[config.mk]
export PLATFORM = sky130hd
export DESIGN_NAME = gpio_debounce
export DESIGN_NICKNAME = d
export VERILOG_FILES = /design/src/rtl/gpio_debounce.sv
export SDC_FILE = /design/constraint.sdc
export NUM_CORES = 1
export LEC_CHECK = 0
export CAP_MARGIN = 10
export CORE_MARGIN = 3
export CORE_UTILIZATION = 55
export CTS_BUF_LIST = sky130_fd_sc_hd__clkbuf_8
export DETAILED_ROUTE_END_ITERATION = 8
export GPL_TIMING_DRIVEN = 0
export PLACE_DENSITY_LB_ADDON = 0.3
export SYNTH_ARGS = -nofsm -noshare
export SYNTH_HDL_FRONTEND = slang
export SYNTH_SLANG_ARGS = --single-unit
[constraint.sdc]
create_clock -name i_clk -period 4.8 [get_ports i_clk]
set_input_delay 0.72 -clock i_clk [delete_from_list [all_inputs] [get_ports i_clk]]
set_output_delay 0.72 -clock i_clk [all_outputs]
set_load 0.05 [all_outputs]
[src/rtl/gpio_debounce.sv]
// gpio_debounce: synchronises, debounces and edge-flags 16 GPIO input pins,
// with a small memory-mapped register window on the peripheral bus.
module gpio_debounce #(
    parameter logic [15:0] BASE_ADDR = 16'h0438,
    parameter int unsigned DB_TICKS  = 4,
    parameter logic [15:0] PRESC_RST = 16'd99
) (
    input  logic        i_clk,
    input  logic        i_rst,
    input  logic        i_we,
    input  logic [15:0] i_addr,
    input  logic [15:0] i_data,
    output logic [15:0] o_data,
    input  logic [15:0] i_pins,
    output logic [15:0] o_gp,
    output logic        o_irq
);

    localparam int unsigned NPIN = 16;
    localparam int unsigned CW   = $clog2(DB_TICKS + 1);

    localparam logic [15:0] OFF_PIN   = 16'd0;
    localparam logic [15:0] OFF_PRESC = 16'd1;
    localparam logic [15:0] OFF_RISE  = 16'd2;
    localparam logic [15:0] OFF_FALL  = 16'd3;
    localparam logic [15:0] OFF_FLAGS = 16'd4;

    logic [15:0]   sync1;
    logic [15:0]   sync2;
    logic [15:0]   presc;
    logic [15:0]   presc_cnt;
    logic [15:0]   rise_en;
    logic [15:0]   fall_en;
    logic [15:0]   flags;
    logic [CW-1:0] cnt [NPIN];

    logic [15:0]   off;
    logic          tick;
    logic          presc_wr;
    logic [15:0]   gp_n;
    logic [CW-1:0] cnt_n [NPIN];
    logic [15:0]   flags_n;
    logic [15:0]   rd_c;

    // Address offset inside the window; addresses below the base wrap high and decode as unmapped.
    always_comb begin
        off      = i_addr - BASE_ADDR;
        tick     = (presc_cnt == presc);
        presc_wr = i_we && (off == OFF_PRESC);
    end

    // Per-pin debounce: DB_TICKS consecutive mismatching ticks accept the new level.
    always_comb begin
        gp_n = o_gp;
        for (int i = 0; i < NPIN; i++) begin
            cnt_n[i] = cnt[i];
            if (tick) begin
                if (sync2[i] == o_gp[i]) begin
                    cnt_n[i] = '0;
                end else if (cnt[i] + CW'(1) == CW'(DB_TICKS)) begin
                    gp_n[i]  = sync2[i];
                    cnt_n[i] = '0;
                end else begin
                    cnt_n[i] = cnt[i] + CW'(1);
                end
            end
        end
    end

    // Edge flags: new enabled edges set, W1C clears; a same-cycle set beats the clear.
    always_comb begin
        flags_n = flags;
        if (i_we && (off == OFF_FLAGS)) begin
            flags_n = flags & ~i_data;
        end
        flags_n = flags_n | (gp_n & ~o_gp & rise_en) | (~gp_n & o_gp & fall_en);
    end

    // Read mux; unmapped offsets read as zero.
    always_comb begin
        rd_c = '0;
        case (off)
            OFF_PIN:   rd_c = o_gp;
            OFF_PRESC: rd_c = presc;
            OFF_RISE:  rd_c = rise_en;
            OFF_FALL:  rd_c = fall_en;
            OFF_FLAGS: rd_c = flags;
            default:   rd_c = '0;
        endcase
    end

    // State registers: synchroniser, prescaler, debounce, bus registers and read data.
    always_ff @(posedge i_clk) begin
        if (i_rst) begin
            sync1     <= '0;
            sync2     <= '0;
            presc     <= PRESC_RST;
            presc_cnt <= '0;
            rise_en   <= '0;
            fall_en   <= '0;
            flags     <= '0;
            o_gp      <= '0;
            o_data    <= '0;
            for (int i = 0; i < NPIN; i++) begin
                cnt[i] <= '0;
            end
        end else begin
            sync1 <= i_pins;
            sync2 <= sync1;
            o_gp  <= gp_n;
            flags <= flags_n;
            for (int i = 0; i < NPIN; i++) begin
                cnt[i] <= cnt_n[i];
            end
            if (presc_wr || tick) begin
                presc_cnt <= '0;
            end else begin
                presc_cnt <= presc_cnt + 16'd1;
            end
            if (i_we) begin
                case (off)
                    OFF_PRESC: presc   <= i_data;
                    OFF_RISE:  rise_en <= i_data;
                    OFF_FALL:  fall_en <= i_data;
                    default:   ;
                endcase
            end else begin
                o_data <= rd_c;
            end
        end
    end

    assign o_irq = |flags;

endmodule

# Word level (Yosys, flattened, before mapping)
# Memory sizes are Yosys's and may differ from the RTL's.
# Index checks and enable logic that the tools add are counted.
[totals]
register_bits = 144
mem_bits_rw = 48
mem_count = 1
in_bits = 51
word_cells = 217
out_inout_bits = 33
[op_classes]
eq_ne = 37
n_addsub = 18
reduce_logical = 9
mux = 117
bitwise = 26
[memory_table]
columns = ["memory", "words", "width", "read_ports", "rd_ports_with_merged_regs", "write_ports", "line_no", "text"]
rows = [
  ["cnt", 16, 3, 16, 0, 16, "35", "logic [CW-1:0] cnt [NPIN];"],
]
[ops]
columns = ["cell", "n"]
rows = [
  ["two-way mux 3 bit", 64],
  ["bitwise AND 16 bit", 5],
  ["one-hot mux 16 bit (5 select lines)", 1],
  ["two-way mux 1 bit", 51],
  ["adder 3 x 1 -> 3 bit (second input constant)", 16],
  ["equality test 3 bit (second input constant)", 16],
  ["NOT 16 bit", 3],
  ["equality test 16 x 2 -> 1 bit (second input constant)", 2],
  ["bitwise OR 16 bit", 2],
  ["adder 16 x 1 -> 16 bit (second input constant)", 1],
  ["equality test 1 bit", 16],
  ["equality test 16 x 1 -> 1 bit (second input constant)", 1],
  ["equality test 16 bit", 1],
  ["equality test 16 x 3 -> 1 bit (second input constant)", 1],
  ["zero test 16 bit", 1],
  ["two-way mux 16 bit", 1],
  ["bitwise OR 1 bit", 16],
  ["OR reduction 16 bit", 1],
  ["subtractor 16 x 11 -> 16 bit (second input constant)", 1],
  ["AND reduction 2 bit", 3],
  ["logical AND 1 bit", 2],
  ["OR reduction 2 bit", 1],
  ["logical OR 1 bit", 1],
]

# Logic depth before layout (Yosys ltp)
[logic_depth]
word_depth = 9
mapped_depth = 9
depth_no_buf = 7

# Least setup slack after synthesis
# Ideal clock, no wire load.
[synth_path]
kind = "in2reg"
startpoint = "input i_addr[3]"
endpoint = "register rise_en[10]"
stages = 8
t_required_ns = 4.672
setup_slack_ns = 1.992
arrival_ns = 2.680
setup_ns = 0.128
n_path_buf = 1
path_cell_list = "ha_1 nor2_1 nor4bb_1 a41oi_2 nor4_4 buf_6 mux2i_1 nor2_1"
[synth_via]
elab_chain_cells = 3
[synth_rtl]
columns = ["item", "line_no", "text"]
rows = [
  ["start, declared", "11", "input logic [15:0] i_addr,"],
  ["subtractor 16 x 11 -> 16 bit", "47", "off = i_addr - BASE_ADDR;"],
  ["equality test 16 x 2 -> 1 bit", "121", "case (off)"],
  ["AND reduction 2 bit (no line)", "--", ""],
  ["end signal, assigned", "123", "OFF_RISE: rise_en <= i_data;"],
  ["end, declared", "32", "logic [15:0] rise_en;"],
]
# No other way between the ends.
# A chain may end at the register's enable or synchronous reset.

# Worst setup path in the final report
[layout_path]
startpoint = "input i_addr[3]"
endpoint = "register o_data[9]"
[layout_via]
elab_chain_cells = 3
elab_cells_between_ends = 7
cone_classes = "1 x add/sub; 4 x eq/ne; 1 x mux; 1 x reduce/logical"
[layout_rtl]
columns = ["item", "line_no", "text"]
rows = [
  ["subtractor 16 x 11 -> 16 bit (*)", "47", ""],
  ["equality test 16 x 3 -> 1 bit (tied with other cells)", "82", "case (off)"],
  ["one-hot mux 16 bit (5 select lines) (*)", "82", ""],
  ["end signal, assigned", "128", "o_data <= rd_c;"],
  ["end, declared", "13", "output logic [15:0] o_data,"],
]
# Mark *: on every way between the ends. The rest lies on a longest branch, timed or not.

==> out/qor.csv <==
stage;metric;value;unit
setup_path;slowest_stage;nor3_1;
yosys;synth_nets;1108;
placed_design;dpl.hpwl;19000;µm
placed_design;place.gp.congestion;0.996;
routing;drt_iter0_drc;679;
yosys;ys.flop_type;dfxtp_1;
setup_path;critPathCaptureType;register;
yosys;avgSynthCellArea;8.86;µm²
routing;ant_nets;0;
yosys;ys_types;45;
power_and_ir_drop;leakage;3.74;nW
global_routing;grt_pass1_wl;39800;µm
timing;slew_violations;0;
clocking;cts_buffers;17;
run;drv_cap;0;
routing;routed_via_density;5.99;
timing;rsz0062_at_grt;false;
global_routing;grt_pass1_vias;7724;
timing;finClkSkew;0.0193;ns
clocking;cts_tree;done;
timing;worst_slew_pin_slew;1.13;ns
clocking;cts_sinks;192;
yosys;syn-cell-area;9070;µm²
setup_path;critPathLaunchType;primary input;
placed_design;io_buffers;80;
floorplan;fp.dieArea;18100;µm²
clocking;clockBufferDepth;2;
routing;drt-total-wl;25500;µm
clocking;path_clk_slew;0.10;ns
floorplan;num_io_pins;84;
yosys;synthTopCellsByArea;dfxtp_1 (42%), a21oi_1 (6.5%), ha_1 (4.7%);
timing;hold_slack;0.439;ns
timing;period_share;75.4;%
routing;first_pass_iters;6;
clocking;clk_latency;0.48;ns
clocking;root_buffer;clkbuf_8;
yosys;ys_seq_area_share;42.4;%
finish;final_layout_size_suffix_gt1_share;4.77;%
yosys;yosysTopAreaCellShare;42.4;%
timing;setup_ws;1.18;ns
routing;drcViolationCount;0;
global_routing;grt_antenna_before_repair;0;
timing;slew_headroom;24.4;%
clocking;cts_setup_buffers;0;
yosys;synthCells;1023;
timing;period_minus_slack;3.62;ns
floorplan;row_count;46;
yosys;ys_ff_latch;192;
hold_path;hold_class;reg -> reg;
setup_path;crit_fanout;10;
placed_design;dp_slack;0.969;ns
power_and_ir_drop;power_density;277;nW/µm²
global_routing;track_usage;28.0;%
setup_path;r2r-start;presc[5];
setup_path;crit_start;i_addr[3];
setup_path;crit_top_cell;nor3_1;
setup_path;slowest_delay;1.02;ns
yosys;synth-edff-count;0;
hold_path;min_from;sync1[14];
clocking;cts_hold_buf;0;
finish;fin_util;65.8;%
yosys;async_flop_share;0;%
finish;syn_to_final_growth;16.1;%
clocking;cts_resized;0;
timing;setup_tns;0;ns
global_routing;overflow;0;
finish;final_nets;1207;
yosys;synth_top_area_cell;dfxtp_1;
routing;vias;8081;
global_routing;grt_max_degree;17;
setup_path;path_class;in -> reg;
setup_path;cp.arrival;4.01;ns
timing;fmax;0.276;GHz
finish;diodes;0;
power_and_ir_drop;ir_worst_vdd;0.000250;V
timing;hold_viol;0;
setup_path;path_cells;clkdlybuf4s50_1 > ha_1 > nor2_1 > nor4bb_1 > a41oi_2 > nor3_1 > a221oi_1 > nor3_1;
floorplan;die_h;134;µm
finish;mostFrequentLayoutCells;dfxtp_1 (192), a21oi_1 (117), nand2_1 (102);
floorplan;start_util;56.7;%
routing;wire_per_inst;18.9;µm
clocking;htreeDepth;4;
setup_path;required;5.19;ns
timing;setup_violations;0;
finish;nFillCells;1386;
yosys;ys_warn_count;0;
finish;mostFrequentLayoutCell;dfxtp_1;
run_status;status;finished, final reports clean;
floorplan;core_area;16000;µm²
floorplan;die_x;134;µm
worst paths after layout:
path	endpoint	slack, ns	depth (start not counted)
worst max-delay path	o_data[9]	1.18	8
worst min-delay path	sync2[14]	0.44	1
worst max register to register	cnt[1][1]	1.73	8
worst min register to register	sync2[14]	0.44	1
power by group:
part / internal, mW / switching (mW)
Combinational: 0.0836 / 0.128
Sequential: 1.61 / 0.0150
Clock: 0.497 / 0.576
layer usage:
layer	global-route usage (%)	vias to the layer above	routed length (µm)
met2	45.2	366	11900
li1	-	3820	-
met4	7.92	0	524
met5	0	-	0
met1	37.7	3839	10900
met3	6.86	56	2230
final cells by class:
type	count	area, µm²	area share (%)
clock buffer	20	275	2.62
inverter	14	52.6	0.499
sequential	192	3840	36.5
buffer	60	244	2.32
multi-input combinational	757	4930	46.8
clock inverter	9	113	1.07
tap	216	270	2.57
timing repair buffer	80	801	7.61
worst max-delay path, delay by kind of cell:
kind,cells,cell delay (ns)
AND/OR/NAND/NOR,4,1.82
AO/OA/AOI/OAI,2,0.65
buffers and inverters,1,0.48
adder cells (fa/ha/maj),1,0.32
cells in the mapped netlist, types with 6 or more instances:
cell / number
a21oi_1: 117
xor2_1: 38
nor4_1: 9
buf_2: 6
nand4_1: 6
nand3_1: 14
xnor2_1: 25
a221oi_1: 17
ha_1: 34
and3_1: 12
clkbuf_1: 51
nor3_1: 27
nand3b_1: 32
o21ai_0: 50
dfxtp_1: 192
nor2b_1: 34
nand2b_1: 17
nor2_1: 90
a22oi_1: 9
o41ai_1: 7
a211o_1: 20
nand2_1: 102
mux2i_1: 23
or4_1: 18
nor3b_1: 16
nor4b_1: 16
mux4_2: 7
inv_1: 14
through the flow:
step / std cells / instance area, µm² / power [mW]
6_report: 1348 / 10500 / 2.91
3_5_place_dp: 1319 / 10100 / 1.87
4_1_cts: 1348 / 10500 / 2.91
3_3_place_gp: 1319 / 10100 / 1.87
2_1_floorplan: 1023 / 9070 / 1.77
5_1_grt: 1348 / 10500 / 2.99
kinds of logic after synthesis:
group | Yosys count | synth area share (%)
AOI/OAI and AO/OA | 224 | 14.7
buffers and inverters | 74 | 3.27
xor gates and xnor gates | 63 | 6.09
adders and majority gates | 34 | 4.69
DFF | 192 | 42.4
muxes | 32 | 4.53
and+or+nand+nor | 404 | 24.4
sequential cells by signal (all words and copies together) (netlist names):
signal     cells
sync2         16
o_data        16
sync1         16
presc_cnt     16
rise_en       16
flags         16
fall_en       16
o_gp          16
presc         16
cnt           48
(Power assumes the default switching activity.)
